File: src/rtl/serial_subtractor.sv
// -----------------------------------------------------------------------------
// serial_subtractor
//
// Bit-serial ripple-borrow subtractor. An operand set (S, A, Bin) is captured
// on a valid/ready handshake, then one bit per clock is processed LSB first.
// After INPUT_SIZE bit-steps the result is presented with out_valid and held
// until the consumer takes it with out_ready.
//
// Optional feature macro: SERIAL_SUB_OVERFLOW_EN
//   When defined, adds output ovf (two's-complement signed overflow of S - A).
//
// Ports
//   clk        in   rising-edge clock
//   rst_n      in   asynchronous active-low reset
//   in_valid   in   operand set presented
//   in_ready   out  high only while IDLE
//   S          in   [INPUT_SIZE] minuend
//   A          in   [INPUT_SIZE] subtrahend
//   Bin        in   borrow into bit 0
//   out_valid  out  high only while DONE
//   out_ready  in   consumer takes the result
//   D          out  [INPUT_SIZE] difference S - A - Bin mod 2^INPUT_SIZE
//   Bout       out  borrow out of the MSB
//   borrow_vec out  [INPUT_SIZE] borrow leaving each bit position
//   ovf        out  signed overflow (only with SERIAL_SUB_OVERFLOW_EN)
// -----------------------------------------------------------------------------
module serial_subtractor #(
  parameter int INPUT_SIZE = 8
) (
  input  logic                  clk,
  input  logic                  rst_n,
  input  logic                  in_valid,
  output logic                  in_ready,
  input  logic [INPUT_SIZE-1:0] S,
  input  logic [INPUT_SIZE-1:0] A,
  input  logic                  Bin,
  output logic                  out_valid,
  input  logic                  out_ready,
  output logic [INPUT_SIZE-1:0] D,
  output logic                  Bout,
  output logic [INPUT_SIZE-1:0] borrow_vec
`ifdef SERIAL_SUB_OVERFLOW_EN
  ,
  output logic                  ovf
`endif
);

  localparam int CW = (INPUT_SIZE > 1) ? $clog2(INPUT_SIZE) : 1;
  localparam logic [CW-1:0] LAST = CW'(INPUT_SIZE - 1);
  localparam int MSB = INPUT_SIZE - 1;

  typedef enum logic [1:0] {
    IDLE = 2'd0,
    BUSY = 2'd1,
    DONE = 2'd2
  } state_t;

  state_t                r_state;
  logic [CW-1:0]         r_cnt;
  logic [INPUT_SIZE-1:0] r_s;
  logic [INPUT_SIZE-1:0] r_a;
  // Running borrow: holds Bin for bit 0, then the borrow from the previous bit.
  logic                  r_b;
  logic                  r_in_ready;
  logic                  r_out_valid;

  logic w_s, w_a, w_d, w_bo, w_last;

  // Single full-subtractor cell, fed from the captured operands so that
  // input changes during BUSY cannot disturb the result.
  always_comb begin
    w_s    = r_s[r_cnt];
    w_a    = r_a[r_cnt];
    w_d    = w_s ^ w_a ^ r_b;
    w_bo   = (~w_s & w_a) | (~(w_s ^ w_a) & r_b);
    w_last = (r_cnt == LAST);
  end

  assign in_ready  = r_in_ready;
  assign out_valid = r_out_valid;

  always_ff @(posedge clk or negedge rst_n) begin
    if (!rst_n) begin
      r_state     <= IDLE;
      r_cnt       <= '0;
      r_s         <= '0;
      r_a         <= '0;
      r_b         <= 1'b0;
      r_in_ready  <= 1'b1;
      r_out_valid <= 1'b0;
      D           <= '0;
      Bout        <= 1'b0;
      borrow_vec  <= '0;
`ifdef SERIAL_SUB_OVERFLOW_EN
      ovf         <= 1'b0;
`endif
    end else begin
      case (r_state)
        IDLE: begin
          // in_ready is known high here, so in_valid alone completes the handshake.
          if (in_valid) begin
            r_s        <= S;
            r_a        <= A;
            r_b        <= Bin;
            r_cnt      <= '0;
            r_state    <= BUSY;
            r_in_ready <= 1'b0;
          end
        end

        BUSY: begin
          D[r_cnt]          <= w_d;
          borrow_vec[r_cnt] <= w_bo;
          r_b               <= w_bo;
          if (w_last) begin
            Bout        <= w_bo;
`ifdef SERIAL_SUB_OVERFLOW_EN
            // Operand signs differ and the result sign departs from the minuend.
            ovf         <= (r_s[MSB] != r_a[MSB]) && (w_d != r_s[MSB]);
`endif
            r_state     <= DONE;
            r_out_valid <= 1'b1;
          end else begin
            r_cnt <= r_cnt + CW'(1);
          end
        end

        DONE: begin
          // in_ready stays low on this edge: no acceptance on the DONE->IDLE edge.
          if (out_ready) begin
            r_state     <= IDLE;
            r_out_valid <= 1'b0;
            r_in_ready  <= 1'b1;
          end
        end

        default: begin
          r_state     <= IDLE;
          r_out_valid <= 1'b0;
          r_in_ready  <= 1'b1;
        end
      endcase
    end
  end

endmodule
File: config.mk
export PLATFORM = sky130hd
export DESIGN_NAME = serial_subtractor
export DESIGN_NICKNAME = d
export VERILOG_FILES = /design/src/rtl/serial_subtractor.sv
export SDC_FILE = /design/constraint.sdc
export NUM_CORES = 1
export LEC_CHECK = 0
export CAP_MARGIN = 20
export CELL_PAD_IN_SITES_DETAIL_PLACEMENT = 1
export CELL_PAD_IN_SITES_GLOBAL_PLACEMENT = 1
export CORE_MARGIN = 2
export CORE_UTILIZATION = 41
export DETAILED_ROUTE_END_ITERATION = 16
export PLACE_DENSITY_LB_ADDON = 0.1
export SYNTH_ARGS = -nofsm -noshare
export SYNTH_HDL_FRONTEND = slang
export SYNTH_SLANG_ARGS = --single-unit
File: constraint.sdc
create_clock -name clk -period 3.11 [get_ports clk]
set_clock_uncertainty 0.2 [all_clocks]
set_input_delay 0.4665 -clock clk [delete_from_list [all_inputs] [get_ports clk]]
set_output_delay 0.4665 -clock clk [all_outputs]
set_load 0.01 [all_outputs]
Word level (Yosys, flattened, before mapping)
Index checks and enable logic that the tools add are counted.
{ "word_totals": {"regBits": 41, "latchBits": 0, "mem_bits_rw": 0, "romBits": 0, "inputBits": 21, "wordCells": 62, "n_memories": 0} }
{ "op_classes": {"add_sub_neg": 1, "mul": 0, "div_mod_pow": 0, "n_lt_le_gt_ge": 2, "n_eq_ne": 7, "n_shift": 0, "mux": 23, "bitwise": 9, "reduce_logical": 10} }
{ "ops": {"columns": ["cell", "n"], "rows": [
  ["bitwise mux 8 bit", 2],
  ["AND reduction 3 bit", 4],
  ["two-way mux 1 bit", 8],
  ["!= test 2 bit (second input constant)", 4],
  ["binary-select mux 1 bit (select 3 bit)", 2],
  ["two-way mux 2 bit", 3],
  ["two-way mux 3 bit", 2],
  ["one-hot mux 1 bit (3 select lines)", 2],
  ["one-hot mux 2 bit (3 select lines)", 1],
  ["one-hot mux 3 bit (2 select lines)", 1],
  ["AND reduction 2 bit", 3],
  ["< comparator 3 x 4 -> 1 bit (second input constant)", 1],
  ["inverter 1 bit", 4],
  ["adder 3 x 1 -> 3 bit (second input constant)", 1],
  ["demux 1 bit (select 3 bit)", 1],
  ["== test 3 bit (second input constant)", 1],
  ["greater-or-equal comparator 3 x 1 -> 1 bit (second input constant)", 1],
  ["bitwise AND 1 bit", 2],
  ["== test 2 x 1 -> 1 bit (second input constant)", 1],
  ["== test 2 bit (second input constant)", 1],
  ["zero test 2 bit", 1],
  ["one-hot mux 1 bit (2 select lines)", 1],
  ["nonzero test 2 bit", 1],
  ["bitwise XOR 1 bit", 2],
  ["other kinds (2)", 2]
]} }

Longest topological paths before layout
{ "logic_depth": {"word_depth": 7, "mapped_depth": 8} }

Least setup slack after synthesis
No wires, ideal clock.
{ "synth_path": {"kind": "reg2reg", "start": "register r_cnt[1]", "end": "register r_b", "arrival_time_ns": 2.210, "t_required_ns": 2.827, "setup_slack_ns": 0.617, "path_stages_with_launch": 9, "n_path_buf": 2, "synth_period_minus_slack_ns": 2.493, "path_cell_list": "dfrtp_1 -> buf_6 -> mux4_1 -> mux2_2 -> fa_1 -> buf_1 -> nor3b_1 -> a21oi_1 -> o21ai_0"} }
{ "synth_via": {"elab_chain_len": 7} }
{ "synth_rtl": {"columns": ["item", "line_no", "text"], "rows": [
  ["from (decl)", "59", "logic [CW-1:0] r_cnt;"],
  ["from (signal assigned)", "124", "r_cnt <= r_cnt + CW'(1);"],
  ["binary-select mux 1 bit (select 3 bit), on equally long branches", "72, 73", null],
  ["two-way mux 1 bit, on equally long branches", "72, 73", null],
  ["bitwise XOR 1 bit", "75", "w_bo = (~w_s & w_a) | (~(w_s ^ w_a) & r_b);"],
  ["inverter 1 bit", "75", null],
  ["bitwise AND 1 bit", "75", null],
  ["bitwise OR 1 bit *", "75", null],
  ["one-hot mux 1 bit (2 select lines) *", "98", "case (r_state)"],
  ["to (signal assigned)", "104", "r_b <= Bin;"],
  ["to (signal assigned)", "114", "r_b <= w_bo;"],
  ["to (decl)", "63", "logic r_b;"]
]} }
Every way passes the cells marked *; elsewhere a longest branch is shown, timed or not. The select of a mux whose other input is x is not followed.
A chain may end at the register's enable or synchronous reset.

Worst setup path after layout
{ "layout_path": {"start": "register r_cnt[0]", "end": "register D[0]"} }
{ "layout_via": {"elab_chain_len": 5} }
{ "layout_rtl": {"columns": ["item", "line_no", "text"], "rows": [
  ["binary-select mux 1 bit (select 3 bit), on equally long branches", "72, 73", null],
  ["two-way mux 1 bit, on equally long branches", "72, 73", null],
  ["bitwise XOR 1 bit * (2 in series)", "74", "w_d = w_s ^ w_a ^ r_b;"],
  ["named net w_d", "67", "logic w_s, w_a, w_d, w_bo, w_last;"],
  ["bitwise mux 8 bit *", "112", "D[r_cnt] <= w_d;"],
  ["to (signal, indexed assignment)", "112", null],
  ["to (decl)", "39", "output logic [INPUT_SIZE-1:0] D,"]
]} }
Mark *: on every way through the listed nets, which the timed path passes. The rest lies on a longest branch. The select of a mux whose other input is x is not followed.

==> impl_summary.md <==
Layout
The area added between synthesis and finish is 27.4%. The net count reported at finish is 206. The antenna diode count is 0. The post-route non-filler standard cell count is 235. In the final layout, the share of cells above drive strength 1 is 0.230. The finished cells cover 2460 um2.

Status
The flow ran to the end, and the final reports show no timing, DRC or antenna violations.

Drt
Wires add up to 3.98 mm. The count of antenna-violating nets left after detailed routing is 0. The via total after detailed routing is 1250. The residual DRC count is 0.

Using the TritonRoute via totals, the vias-per-cell ratio works out to 5.32. The DRC marker count from the first detailed-route iteration is 61. The wire length per cell after detailed routing is 17.0 um. The count of TritonRoute iterations in the first routing pass is 3.

Clock tree
The hold-fix buffer count after cts is 0. The root buffer selected by CTS is sky130_fd_sc_hd__clkbuf_8. The clock-pin slew reported for the worst setup and hold paths after clock tree synthesis is 0.08 ns. The clock reaches the later pin of the worst-skew pair after 0.30 ns.

No sink is reached through more buffers than the 2 on the longest clock path. The H-tree was split into 2 levels. The number of gates given a new drive strength after cts is 0. Counting the buffers created by CTS gives 5. TritonCTS built the clock tree. Buffers added to address setup during post-CTS repair amount to 0. CTS saw 41 sinks.

STA
The shortest period the worst path allows is 2.64 ns. Setup repair after global routing left no endpoint under its margin. At the pin with the least slew margin, the transition time is 0.918 ns. Measured against its own limit, the worst slew margin works out to 0.388. The highest clock rate is 378 MHz. The setup TNS after final layout is 0 ns. The share of the clock period used by the worst path is 0.850.

The final count of pins violating max slew came to 0. The count of final hold-check violations came to 0. Setup violations remaining at the end of the flow were counted as 0.

Global route
The total overflow left after global routing is 0. The pin count of the biggest net entering global routing is 42. The number of global-route vias before repair is 1402. The initial antenna violation count is 0. The first global-routing pass estimated 6.87 mm of wire. The overall global routing resource usage is 0.169.

Logic synthesis
The mean post-synth cell area is 13.4 um2. The yosys synthesis warning count is 0. After synthesis the netlist holds a flip-flop and latch count of 41. The net count after synthesis is 168.

The synthesized netlist occupies a cell area of 1930 um2. The sequential fraction of the synthesis area is 0.532. The unique cell type count in the Yosys netlist is 33. Synthesis produced 144 cells.

Critical path
The type of element launching the critical path is a flip-flop. The type of destination of the critical path is a flip-flop. Along the worst path, the maximum fanout reaches 10. At the worst endpoint, the arrival time is 2.62 ns. In this run the critical register-to-register path is launched from r_cnt[0]. The data required time at the worst endpoint is 3.09 ns. The classification of the worst setup path is flip-flop to flip-flop. The first element of the critical path is r_cnt[0].

Die
The floorplan has 24 rows. In this run the standard cell core region covers 4440 um2. The die covers 5280 um2. The initial utilization of the core area, before any placement, comes to 0.435. The count of boundary I/O pins is 40. The width of the die is 72.6 um. From bottom edge to top edge, the die measures 72.6 um.

Placement
The count of buffers added on input and output ports is 39. The total cell area at the placement stage is 2330 um2. The half-perimeter wire length of the detailed placement result is 2.84 mm. The final weighted congestion in routability-driven placement is 0.736. Including well taps, the total number of placed cells is 227.

Worst hold path
The worst min-delay path class is input port to asynchronous set/reset pin.

Pwr
The largest voltage drop on the vdd net is 435 uV. In this run the power density over the cells is 1160 nW/um2. The total leakage power is 0.00108 uW.

Run
Across the run, the number of max-cap violations was 0.
through the flow:
step / util / total power [uW] / hold WS, ns / setup slack, ns
2_1_floorplan: - / 1880 / -0.0291 / 0.617
3_3_place_gp: 0.524 / 2310 / 0.283 / 0.502
3_5_place_dp: 0.524 / 2380 / 0.293 / 0.486
4_1_cts: 0.554 / 2910 / 0.128 / 0.463
5_1_grt: 0.554 / 3070 / 0.166 / 0.346
6_report: 0.554 / 2860 / 0.0996 / 0.466
power breakdown:
| group | total [uW] | internal [uW] | switching, uW |
|---|---|---|---|
| Clock | 508 | 319 | 190 |
| Sequential | 1020 | 805 | 212 |
| Combinational | 1330 | 760 | 573 |
| Total | 2860 | 1880 | 975 |
path summary, 6_finish.rpt:
| kind | depth (start not counted) | end | slack, ns |
|---|---|---|---|
| min | 1 | out_valid | 0.1 |
| max | 4 | D[0] | 0.47 |
| max reg2reg | 4 | D[0] | 0.47 |
| min in group clk | 1 | r_a[6] | 0.31 |
| min reg2reg | 1 | r_a[6] | 0.31 |
| max in group asynchronous | 1 | r_a[0] | 2.03 |
synthesized netlist by cell type:
cell / count / area share
sky130_fd_sc_hd__mux4_1: 4 / 0.054
sky130_fd_sc_hd__o22a_1: 1 / 0.0045
sky130_fd_sc_hd__a22o_2: 2 / 0.010
sky130_fd_sc_hd__nand2_1: 4 / 0.0078
sky130_fd_sc_hd__inv_1: 8 / 0.016
sky130_fd_sc_hd__mux2i_1: 8 / 0.041
sky130_fd_sc_hd__nand3b_4: 1 / 0.010
sky130_fd_sc_hd__a21oi_1: 2 / 0.0052
sky130_fd_sc_hd__o31ai_1: 2 / 0.0078
sky130_fd_sc_hd__nor2b_1: 2 / 0.0065
sky130_fd_sc_hd__nand3b_1: 1 / 0.0039
sky130_fd_sc_hd__buf_4: 2 / 0.0078
sky130_fd_sc_hd__clkbuf_1: 1 / 0.0019
sky130_fd_sc_hd__dfstp_2: 1 / 0.014
sky130_fd_sc_hd__nor3_1: 2 / 0.0052
sky130_fd_sc_hd__nand2b_1: 3 / 0.0097
sky130_fd_sc_hd__buf_1: 2 / 0.0039
sky130_fd_sc_hd__nor2_1: 8 / 0.016
sky130_fd_sc_hd__o21bai_1: 1 / 0.0039
sky130_fd_sc_hd__buf_6: 3 / 0.017
sky130_fd_sc_hd__nor3b_1: 2 / 0.0078
sky130_fd_sc_hd__o21ai_0: 6 / 0.016
sky130_fd_sc_hd__a22o_1: 3 / 0.014
sky130_fd_sc_hd__or4_4: 1 / 0.0058
sky130_fd_sc_hd__fa_1: 1 / 0.010
sky130_fd_sc_hd__a2bb2oi_1: 1 / 0.0045
sky130_fd_sc_hd__mux2_4: 1 / 0.0078
sky130_fd_sc_hd__mux2_2: 25 / 0.15
sky130_fd_sc_hd__dfrtp_1: 40 / 0.52
sky130_fd_sc_hd__buf_2: 2 / 0.0052
sky130_fd_sc_hd__or3_1: 1 / 0.0032
sky130_fd_sc_hd__ha_1: 2 / 0.013
sky130_fd_sc_hd__nand3_1: 1 / 0.0026
layout by cell type, fill, tap and decap left out, types with 3 or more instances in the layout:
cell type                         Yosys  routed
sky130_fd_sc_hd__o21ai_0              6       6
sky130_fd_sc_hd__mux2i_1              8       8
sky130_fd_sc_hd__dfrtp_1             40      40
sky130_fd_sc_hd__nand2b_1             3       3
sky130_fd_sc_hd__nand2_1              4       4
sky130_fd_sc_hd__clkbuf_8             0       5
sky130_fd_sc_hd__nor2_1               8       8
sky130_fd_sc_hd__a22o_1               3       3
sky130_fd_sc_hd__mux4_1               4       4
sky130_fd_sc_hd__clkdlybuf4s50_1      0      38
sky130_fd_sc_hd__inv_1                8       8
sky130_fd_sc_hd__mux2_2              25      25
layer usage:
| metal | wire length (um) | GRT usage | vias to the layer above | part of all wire |
|---|---|---|---|---|
| met3 | 153 | 0.0442 | 5 | 0.038 |
| met2 | 2020 | 0.296 | 27 | 0.51 |
| li1 | - | - | 585 | - |
| met4 | 44 | 0.0494 | 0 | 0.011 |
| met1 | 1770 | 0.204 | 633 | 0.44 |
| met5 | 0 | 0 | - | 0 |
cell families after synthesis:
| group | synth area share |
|---|---|
| AOI/OAI and AO/OA | 0.0654 |
| adders and majority gates | 0.0233 |
| buffers and inverters | 0.0518 |
| DFF | 0.532 |
| muxes | 0.249 |
| and+or+nand+nor | 0.0784 |
layout make-up:
class	count	area, um2
multi-input combinational	85	805
inverter	8	30.0
clock inverter	3	65.1
clock buffer	5	68.8
fill	447	1980
timing repair buffer	41	400
sequential	41	1030
tap	52	65.1
worst max-delay path: stages (launching register included):
cell and delay, ns:
sky130_fd_sc_hd__dfrtp_1 0.61, sky130_fd_sc_hd__mux4_1 0.62, sky130_fd_sc_hd__mux2i_1 0.20, sky130_fd_sc_hd__fa_1 0.57, sky130_fd_sc_hd__mux2_2 0.32
registers in the layout, summed over array words and instances (netlist names), 2 cells and up:
| register | flops |
|---|---|
| D | 8 |
| r_a | 8 |
| r_cnt | 3 |
| r_state | 2 |
| r_s | 8 |
| borrow_vec | 8 |
Note: power is estimated with default switching activity, not from simulation.
